**config.mk**
```make
export PLATFORM = sky130hd
export DESIGN_NAME = rtc_bus_sequencer
export DESIGN_NICKNAME = d
export VERILOG_FILES = /design/src/rtl/rtc_pkg.sv /design/src/rtl/rtc_phase_timer.sv /design/src/rtl/rtc_bus_sequencer.sv
export SDC_FILE = /design/constraint.sdc
export NUM_CORES = 1
export LEC_CHECK = 0
export BUFFER_PORTS_ARGS = -buffer_cell sky130_fd_sc_hd__buf_4
export CAP_MARGIN = 25
export CORE_MARGIN = 10
export CORE_UTILIZATION = 44
export DETAILED_ROUTE_END_ITERATION = 16
export PLACE_DENSITY = 0.76
export SLEW_MARGIN = 20
export SYNTH_ARGS = -nofsm -noshare
export SYNTH_HDL_FRONTEND = slang
export SYNTH_SLANG_ARGS = --single-unit
```
**constraint.sdc**
```tcl
create_clock -name clk -period 6.2 [get_ports clk]
set_input_delay 0.31 -clock clk [delete_from_list [all_inputs] [get_ports clk]]
set_output_delay 0.31 -clock clk [all_outputs]
set_load 0.1 [all_outputs]
```
**src/rtl/rtc_pkg.sv**
```systemverilog
// Shared definitions for the RTC bus sequencer: state encoding, default phase
// timing and the phase-counter width helper.
package rtc_pkg;

    localparam logic [3:0] ST_IDLE    = 4'd0;
    localparam logic [3:0] ST_A_SETUP = 4'd1;
    localparam logic [3:0] ST_A_PULSE = 4'd2;
    localparam logic [3:0] ST_A_HOLD  = 4'd3;
    localparam logic [3:0] ST_A_GAP   = 4'd4;
    localparam logic [3:0] ST_D_SETUP = 4'd5;
    localparam logic [3:0] ST_D_PULSE = 4'd6;
    localparam logic [3:0] ST_D_HOLD  = 4'd7;
    localparam logic [3:0] ST_D_GAP   = 4'd8;

    localparam int DEF_DATA_W    = 8;
    localparam int DEF_SETUP_CYC = 2;
    localparam int DEF_PULSE_CYC = 4;
    localparam int DEF_HOLD_CYC  = 2;
    localparam int DEF_GAP_CYC   = 4;
    localparam int DEF_BURST_W   = 4;

    // Bits needed to hold max_len-1, never less than one.
    function automatic int clog2(input int max_len);
        int w;
        w = 1;
        while ((1 << w) < max_len) w++;
        return w;
    endfunction

endpackage

```
**src/rtl/rtc_phase_timer.sv**
```systemverilog
// Loadable down-counter that times one bus phase; tc flags the last cycle.
module rtc_phase_timer #(
    parameter int CNT_W = 2
) (
    input  logic             clk,
    input  logic             reset,
    input  logic             load,
    input  logic [CNT_W-1:0] load_val,
    output logic [CNT_W-1:0] count,
    output logic             tc
);

    always_ff @(posedge clk or negedge reset) begin
        if (!reset)
            count <= '0;
        else if (load)
            count <= load_val;
        else if (count != '0)
            count <= count - 1'b1;
    end

    assign tc = (count == '0);

endmodule

```
**src/rtl/rtc_bus_sequencer.sv**
```systemverilog
// Multiplexed address/data bus sequencer for the external RTC with burst support.
// Optional abort input/aborted output enabled by defining RTC_SEQ_ABORT_EN.
module rtc_bus_sequencer
    import rtc_pkg::*;
#(
    parameter int DATA_W    = DEF_DATA_W,
    parameter int SETUP_CYC = DEF_SETUP_CYC,
    parameter int PULSE_CYC = DEF_PULSE_CYC,
    parameter int HOLD_CYC  = DEF_HOLD_CYC,
    parameter int GAP_CYC   = DEF_GAP_CYC,
    parameter int BURST_W   = DEF_BURST_W
) (
    input  logic               clk,
    input  logic               reset,
    input  logic               start,
    input  logic               rnw,
    input  logic [DATA_W-1:0]  addr,
    input  logic [BURST_W-1:0] burst_len,
    input  logic [DATA_W-1:0]  wdata,
    output logic               wdata_ack,
    output logic [DATA_W-1:0]  rdata,
    output logic               rdata_valid,
    output logic               busy,
    output logic               done,
    output logic               ad_n,
    output logic               cs_n,
    output logic               rd_n,
    output logic               wr_n,
    output logic [DATA_W-1:0]  bus_out,
    output logic               bus_oe,
    input  logic [DATA_W-1:0]  bus_in
`ifdef RTC_SEQ_ABORT_EN
    ,
    input  logic               abort,
    output logic               aborted
`endif
);

    localparam int MAX_AB  = (SETUP_CYC > PULSE_CYC) ? SETUP_CYC : PULSE_CYC;
    localparam int MAX_CD  = (HOLD_CYC > GAP_CYC) ? HOLD_CYC : GAP_CYC;
    localparam int MAX_LEN = (MAX_AB > MAX_CD) ? MAX_AB : MAX_CD;
    localparam int CNT_W   = clog2(MAX_LEN);

    logic [3:0]         state, nxt;
    logic               load, tc;
    logic [CNT_W-1:0]   load_val, count;
    logic               rnw_q, stop_q, abort_req, stop, last_beat, finish, capture;
    logic [BURST_W-1:0] burst_q, beat_q;
    logic [DATA_W-1:0]  cur_addr;

`ifdef RTC_SEQ_ABORT_EN
    assign abort_req = abort;
`else
    assign abort_req = 1'b0;
`endif

    function automatic logic [CNT_W-1:0] phase_len(input logic [3:0] st);
        case (st)
            ST_A_SETUP, ST_D_SETUP: phase_len = CNT_W'(SETUP_CYC - 1);
            ST_A_PULSE, ST_D_PULSE: phase_len = CNT_W'(PULSE_CYC - 1);
            ST_A_HOLD,  ST_D_HOLD:  phase_len = CNT_W'(HOLD_CYC - 1);
            ST_A_GAP,   ST_D_GAP:   phase_len = CNT_W'(GAP_CYC - 1);
            default:                phase_len = '0;
        endcase
    endfunction

    rtc_phase_timer #(.CNT_W(CNT_W)) u_timer (
        .clk      (clk),
        .reset    (reset),
        .load     (load),
        .load_val (load_val),
        .count    (count),
        .tc       (tc)
    );

    assign stop      = stop_q | abort_req;
    assign last_beat = (beat_q == burst_q);
    assign finish    = (state != ST_IDLE) && (nxt == ST_IDLE);
    assign capture   = (state == ST_D_PULSE) && tc && rnw_q && !abort_req;

    always_ff @(posedge clk or negedge reset) begin
        if (!reset)
            state <= ST_IDLE;
        else
            state <= nxt;
    end

    // done blocks a same-cycle restart so the next accept is the cycle after it.
    always_comb begin
        nxt = state;
        case (state)
            ST_IDLE:    if (start && !done) nxt = ST_A_SETUP;
            ST_A_SETUP: if (abort_req) nxt = ST_A_HOLD; else if (tc) nxt = ST_A_PULSE;
            ST_A_PULSE: if (abort_req || tc) nxt = ST_A_HOLD;
            ST_A_HOLD:  if (tc) nxt = ST_A_GAP;
            ST_A_GAP:   if (tc) nxt = stop ? ST_IDLE : ST_D_SETUP;
            ST_D_SETUP: if (abort_req) nxt = ST_D_HOLD; else if (tc) nxt = ST_D_PULSE;
            ST_D_PULSE: if (abort_req || tc) nxt = ST_D_HOLD;
            ST_D_HOLD:  if (tc) nxt = ST_D_GAP;
            ST_D_GAP:   if (tc) nxt = (stop || last_beat) ? ST_IDLE : ST_A_SETUP;
            default:    nxt = ST_IDLE;
        endcase
        load     = (nxt != state);
        load_val = phase_len(nxt);
    end

    always_comb begin
        cs_n      = 1'b1;
        ad_n      = 1'b1;
        rd_n      = 1'b1;
        wr_n      = 1'b1;
        bus_oe    = 1'b0;
        wdata_ack = 1'b0;
        busy      = (state != ST_IDLE);
        case (state)
            ST_A_SETUP, ST_A_HOLD: begin
                cs_n = 1'b0; ad_n = 1'b0; bus_oe = 1'b1;
            end
            ST_A_PULSE: begin
                cs_n = 1'b0; ad_n = 1'b0; bus_oe = 1'b1; wr_n = 1'b0;
            end
            ST_D_SETUP, ST_D_HOLD: begin
                cs_n = 1'b0; bus_oe = !rnw_q;
                wdata_ack = (state == ST_D_SETUP) && !rnw_q && (count == CNT_W'(SETUP_CYC - 1));
            end
            ST_D_PULSE: begin
                cs_n = 1'b0; bus_oe = !rnw_q; rd_n = !rnw_q; wr_n = rnw_q;
            end
            default: ;
        endcase
    end

    always_ff @(posedge clk or negedge reset) begin
        if (!reset) begin
            rnw_q       <= 1'b0;
            burst_q     <= '0;
            beat_q      <= '0;
            cur_addr    <= '0;
            bus_out     <= '0;
            rdata       <= '0;
            rdata_valid <= 1'b0;
            done        <= 1'b0;
            stop_q      <= 1'b0;
        end else begin
            rdata_valid <= capture;
            done        <= finish;
            if (capture)
                rdata <= bus_in;
            if (state == ST_IDLE)
                stop_q <= 1'b0;
            else if (abort_req)
                stop_q <= 1'b1;
            if (state == ST_IDLE && nxt == ST_A_SETUP) begin
                rnw_q    <= rnw;
                burst_q  <= burst_len;
                beat_q   <= '0;
                cur_addr <= addr;
                bus_out  <= addr;
            end else if (state == ST_D_GAP && tc) begin
                cur_addr <= cur_addr + 1'b1;
                if (nxt == ST_A_SETUP) begin
                    beat_q  <= beat_q + 1'b1;
                    bus_out <= cur_addr + 1'b1;
                end
            end else if (wdata_ack) begin
                bus_out <= wdata;
            end
        end
    end

`ifdef RTC_SEQ_ABORT_EN
    always_ff @(posedge clk or negedge reset) begin
        if (!reset)
            aborted <= 1'b0;
        else
            aborted <= finish && stop;
    end
`endif

endmodule

```
* After elaboration in Yosys (flattened, before gate mapping)
Memories as Yosys holds them, arrays and structs flattened.
Index checks and enable logic that the tools add are counted.
** Word-level totals
- Logic and storage cells :: 80
- Output and inout bits :: 25
- Bits in read-only memories :: 32
- Bits in registers :: 41
- Memories kept :: 1
- Bits of input ports :: 32
** Memory list
- (name not given) :: depth 16, bits a word 2, read ports 1, clocked after Yosys merged registers in 0, write ports 0, line rtc_bus_sequencer.sv:58 : case (st)
** Cells by class
- Add/subtract/negate cells :: 3
- Equal/unequal tests :: 13
- Muxes and demuxes :: 28
- Reduce and logical (&&, ||, !) cells :: 25
** Operator list (number)
- $mux W4 :: 12
- $mux W8 :: 6
- $pmux W4 S9 :: 1
- $eq A4 B3 Y1 const B :: 4
- $add A8 B1 Y8 const B :: 1
- $eq A4 B1 Y1 const B :: 2
- $eq A4 B2 Y1 const B :: 2
- $logic_and A1 B1 Y1 :: 8
- $logic_not A4 Y1 :: 2
- $reduce_bool A2 Y1 :: 4
- $reduce_or A3 Y1 :: 2
- $reduce_or A6 Y1 :: 1
- $mux W1 :: 5
- $add A4 B1 Y4 const B :: 1
- $eq A4 B4 Y1 :: 1
- $eq A4 B4 Y1 const B :: 1
- $mux W2 :: 2
- $ne A4 B4 Y1 :: 1
- $pmux W1 S2 :: 2
- $reduce_and A2 Y1 :: 2
- $reduce_bool A4 Y1 :: 1
- $ne A3 B3 Y1 const B :: 1
- $reduce_bool A3 Y1 :: 1
- $eq A2 B1 Y1 const B :: 1
- other kinds (4) :: 5

* Logic depth before layout (Yosys ltp)
- Depth in word-level cells :: 8
- Mapped depth :: 10
- Mapped depth without buffers :: 7

* Hierarchy
A second synthesis with hierarchy kept.
** Second synthesis, totals
- Cell total of the unflattened synthesis :: 238
- Area, all modules :: 2170.8 um2
** Modules (own cells, without submodules)
- rtc_bus_sequencer :: cells each 226, sequential area each 975.9 um2, instances 1, area an instance 2057.0 um2
- rtc_phase_timer :: cells each 12, sequential area each 50.0 um2, instances 1, area an instance 113.9 um2

* Worst setup path after synthesis
OpenSTA, ideal clock, no wires.
- Path type :: register to output
- Start :: reg state[0]
- End :: out bus_oe
- Stages on the path, launching flop included :: 4
- Path buffers :: 1
- Data arrival time :: 3154 ps
- Data required time :: 5890 ps
- Slack :: 2736 ps
- Cell sequence :: dfrtp_1 clkbuf_1 o21bai_1 a21oi_1
** Between the ends
- Longest elaborated chain between the ends :: 3
- Elaborated cells on any way between the ends :: 9
- Classes of those cells :: eq/ne: 6; mux: 1; reduce/logical: 2
** RTL lines
- start, declared :: line rtc_bus_sequencer.sv:44 : logic [3:0] state, nxt;
- start signal, assigned :: line rtc_bus_sequencer.sv:85 : state <= nxt;
- $eq A4 B3 Y1, or another cell as far along :: line rtc_bus_sequencer.sv:115 : case (state)
- $reduce_or A3 Y1 (no source line)
- $pmux W1 S2 * :: line rtc_bus_sequencer.sv:115
- end, declared :: line rtc_bus_sequencer.sv:30 : output logic bus_oe,
Mark *: on every way between the ends. The rest lies on a longest branch, timed or not.

* Worst setup path after layout
- Start :: reg state[0]
- End :: reg bus_out[7]
** Between the ends
- Longest elaborated chain between the ends :: 6
- Elaborated cells on any way between the ends :: 31
- Classes of those cells :: eq/ne: 10; mux: 13; reduce/logical: 8
** RTL lines
- $eq A4 B4 Y1, or another cell as far along :: line rtc_bus_sequencer.sv:91, rtc_bus_sequencer.sv:159
- $pmux W4 S9 or $logic_and A1 B1 Y1 (tied branches) :: line rtc_bus_sequencer.sv:91, rtc_bus_sequencer.sv:124
- $eq A4 B1 Y1 or $logic_and A1 B1 Y1 (tied branches) :: line rtc_bus_sequencer.sv:153, rtc_bus_sequencer.sv:161, rtc_bus_sequencer.sv:124
- $logic_and A1 B1 Y1 or $mux W1 (tied branches) :: line rtc_bus_sequencer.sv:153, rtc_bus_sequencer.sv:115
- $ne A3 B3 Y1 (no source line) or $reduce_bool A3 Y1 (tied branches)
- $reduce_and A2 Y1 (no source line)
- end signal, assigned :: line rtc_bus_sequencer.sv:158 : bus_out <= addr;
- end signal, assigned :: line rtc_bus_sequencer.sv:163 : bus_out <= cur_addr + 1'b1;
- end signal, assigned :: line rtc_bus_sequencer.sv:166 : bus_out <= wdata;
- end, declared :: line rtc_bus_sequencer.sv:29 : output logic [DATA_W-1:0] bus_out,
Parallel ways exist; a longest one is shown, timed or not.
A chain may end at the register's enable or synchronous reset.

==> run summary <==
The post-synthesis cell count is 217. The run finished with clean final reports. The logs give 0 for the number of post-CTS setup repair buffers and 0.8357 for the final estimated routing congestion in global placement. The required time of the critical path came out at 6.39 ns.

In the final design database the tool counted 306 nets. The area added between synthesis and finish works out to 27.87%. The final critical-path required period was 2.699 ns; the quantity of gates resized following cts was 0. For the number of hold-repair buffers added at the cts stage, the log shows 1.

The die covers 8096 um^2. The first global-routing pass estimated 8590 um of wire. Clock tree synthesis selected as its root buffer the cell sky130_fd_sc_hd__clkbuf_8.

The logs give 1729 for the number of global-route vias before repair and 0 for the count of inserted antenna diode cells. The boundary pin count is 57, and the final wirelength is 5096 um. The largest stage delay on the critical path is 0.62 ns, and the count of different cell masters after synthesis is 44. The sum of overflow across all layers after global routing is 0, and the routed wire length per instance is 15.08 um. The chip height came out at 89.98 um. The maximum net fanout on the critical path was 18; the slew at the pin with the worst max-slew slack was 0.7147 ns.

The count of nets left with antenna violations once routing finished came out at 0. The logs give 4723 um^2 for the area inside the core boundary and 52.30% for the relative max-transition margin. The share of the Yosys chip area taken by registers is 47.62%.

Before antenna repair, the detailed router went through 4 iterations. The slowest stage of the critical path is the sky130_fd_sc_hd__or4_4 cell. The logs give 12.74% for the aggregate global-route resource usage and 45.62% for the initial core utilization. TritonCTS built the clock tree.

For this run, the top clock speed supported by timing is 370.6 MHz. Setup repair after global routing left no endpoint under its margin. The tools report the number of design-rule violations left by the first detailed-router iteration as 74. STA classifies the critical path endpoint as a flop.

Entering global routing, the biggest net connects 42 pins. Data arrives at the worst endpoint at 2.88 ns. The final number of max-transition violations came out at 0. The total of buffers placed on input and output ports came out at 56. In the routed design, unresolved DRC markers number 0. Across the run, the number of max-cap violations was 0.

The initial antenna violation count was 0; the flip-flop and latch count after synthesis was 41. The clock latency on the worst-skew pair came out at 0.30 ns. The logs give 2155 um^2 for the mapped cell area and 253 for the net count of the mapped netlist. The number of vias per cell is 5.243, and the total via count after detailed routing is 1772. In this run the worst hold path is classified as in -> reg. The most frequent standard cell in the layout excluding fill and tap cells was sky130_fd_sc_hd__buf_4. The tools report the final count of hold timing violations as 0. Clock-pin slew was measured on the worst setup and hold paths at 0.08 ns. The run gives 2 as the maximum buffer depth of the clock tree. Setup total negative slack on the finished layout was measured at 0 ns.

The critical path goes through or4_4 > nor3b_4 > nor2_2 > a221o_1 > mux2_2. The worst setup path is of the reg -> reg kind. Layout cell share with drive strength beyond 1: 32.84%.

Final cycle utilization of the critical path: 43.53%. The run gives 3726 um as the half-perimeter wire length of the detailed placement result. The floorplan has 25 rows. The final clock skew was 0.008106 ns; the floorplan die width was 89.98 um.

The tools report the sink count of the clock tree as 41. The H-tree was split into 2 levels. Buffers inserted during clock tree synthesis total 5. STA classifies the critical path startpoint as a flop. The average instance in the mapped netlist occupies 9.929 um^2.

The number of failing setup endpoints in the final timing report came out at 0. For this run, the number of Yosys warnings is 0. The library cells used most frequently in the layout, excluding fill and tap cells, are sky130_fd_sc_hd__buf_4, sky130_fd_sc_hd__dfrtp_1, sky130_fd_sc_hd__nand2_1.
## path summary, 6_finish.rpt
kind | start | endpoint | slack, ns | cells after the start
setup reg to reg | state[0]$_DFF_PN0_ | bus_out[7]$_DFFE_PN0P_ | 3.50 | 5
setup / recovery | state[0]$_DFF_PN0_ | bus_out[7]$_DFFE_PN0P_ | 3.50 | 5
min in group asynchronous | reset | cur_addr[5]$_DFFE_PN0P_ | 0.52 | 2
max in group asynchronous | reset | beat_q[3]$_DFFE_PN0P_ | 5.32 | 2
hold / removal | rnw | rnw_q$_DFFE_PN0P_ | 0.20 | 3
hold reg to reg | burst_q[1]$_DFFE_PN0P_ | burst_q[1]$_DFFE_PN0P_ | 0.50 | 2
## metrics by stage
stage                     std cells  instance area [um^2]  hold slack [ns]  util (%)  worst slack [ns]
after floorplan                 217                  2155          0.01441         -             2.736
after global placement          329                  2611           0.3214     55.28             3.564
after detailed placement        329                  2611           0.3245     55.28             3.505
after CTS                       338                  2755           0.1932     58.33             3.491
after global routing            338                  2755           0.2107     58.33             3.347
final                           338                  2755           0.2050     58.33             3.501
## cell usage after synthesis, drive strengths merged
library cell / instances / area share [%]
dfrtp: 41 / 48
nand2: 30 / 5.2
mux2: 16 / 8.4
nor2: 13 / 2.4
nand3: 12 / 3.0
o21ai: 12 / 2.8
a21oi: 8 / 1.9
clkbuf: 8 / 1.4
nor3: 8 / 1.9
xnor2: 8 / 3.3
xor2: 7 / 2.8
inv: 5 / 0.87
and3: 4 / 1.2
buf: 4 / 1.2
ha: 4 / 2.3
a221o: 3 / 1.4
and2: 3 / 0.87
nand3b: 3 / 1.0
nand4: 3 / 0.87
o211ai: 3 / 1.0
a21o: 2 / 0.70
nor4: 2 / 0.58
or2: 2 / 0.58
a211o: 1 / 0.41
a31o: 1 / 0.41
a31oi: 1 / 0.29
a32oi: 1 / 0.41
and3b: 1 / 0.41
mux2i: 1 / 0.46
nand2b: 1 / 0.29
nor3b: 1 / 0.87
nor4bb: 1 / 0.46
o21a: 1 / 0.35
o21bai: 1 / 0.35
o311ai: 1 / 0.41
or3: 1 / 0.29
or3b: 1 / 0.41
or4: 1 / 0.52
or4b: 1 / 0.46
## sequential cells by signal, indices dropped and copies added, names as in the netlist
| register | cells |
|---|---|
| rnw_q | 1 |
| cur_addr | 8 |
| rdata | 8 |
| done | 1 |
| burst_q | 4 |
| u_timer.count | 2 |
| bus_out | 8 |
| beat_q | 4 |
| state | 4 |
| rdata_valid | 1 |
## area by class of cell
class / instances / area (um^2)
Clock buffer: 5 / 68.82
Clock inverter: 3 / 65.06
Fill cell: 421 / 1968
Inverter: 5 / 18.77
Multi-Input combinational cell: 159 / 1055
Sequential cell: 41 / 1026
Tap cell: 67 / 83.83
Timing Repair Buffer: 58 / 437.9
## worst max-delay path, delay by kind of cell, from the launching register on
family / cells / cell delay [ns]
and+or+nand+nor: 3 / 1.40
DFF: 1 / 0.54
AOI/OAI and AO/OA: 1 / 0.38
muxes: 1 / 0.26
## cells by family after synthesis
family	count (synthesis)	synth area share [%]
fa+ha+maj	4	2.323
xor+xnor	15	6.098
compound gates	35	10.40
simple gates	88	21.31
mux	17	8.827
buf+inv	17	3.426
flops	41	47.62
## routing by layer
layer / track usage (%) / vias to the layer above / wire [um]
met1: 14.90 / 857 / 2255
met3: 4.323 / 4 / 277
met5: 0 / - / 0
met4: 4.244 / 0 / 40
li1: - / 871 / -
met2: 21.31 / 40 / 2522
Power is left out: the tool's default activity adds up to more than one toggle a clock period on the data nets, which glitch-free logic cannot reach.
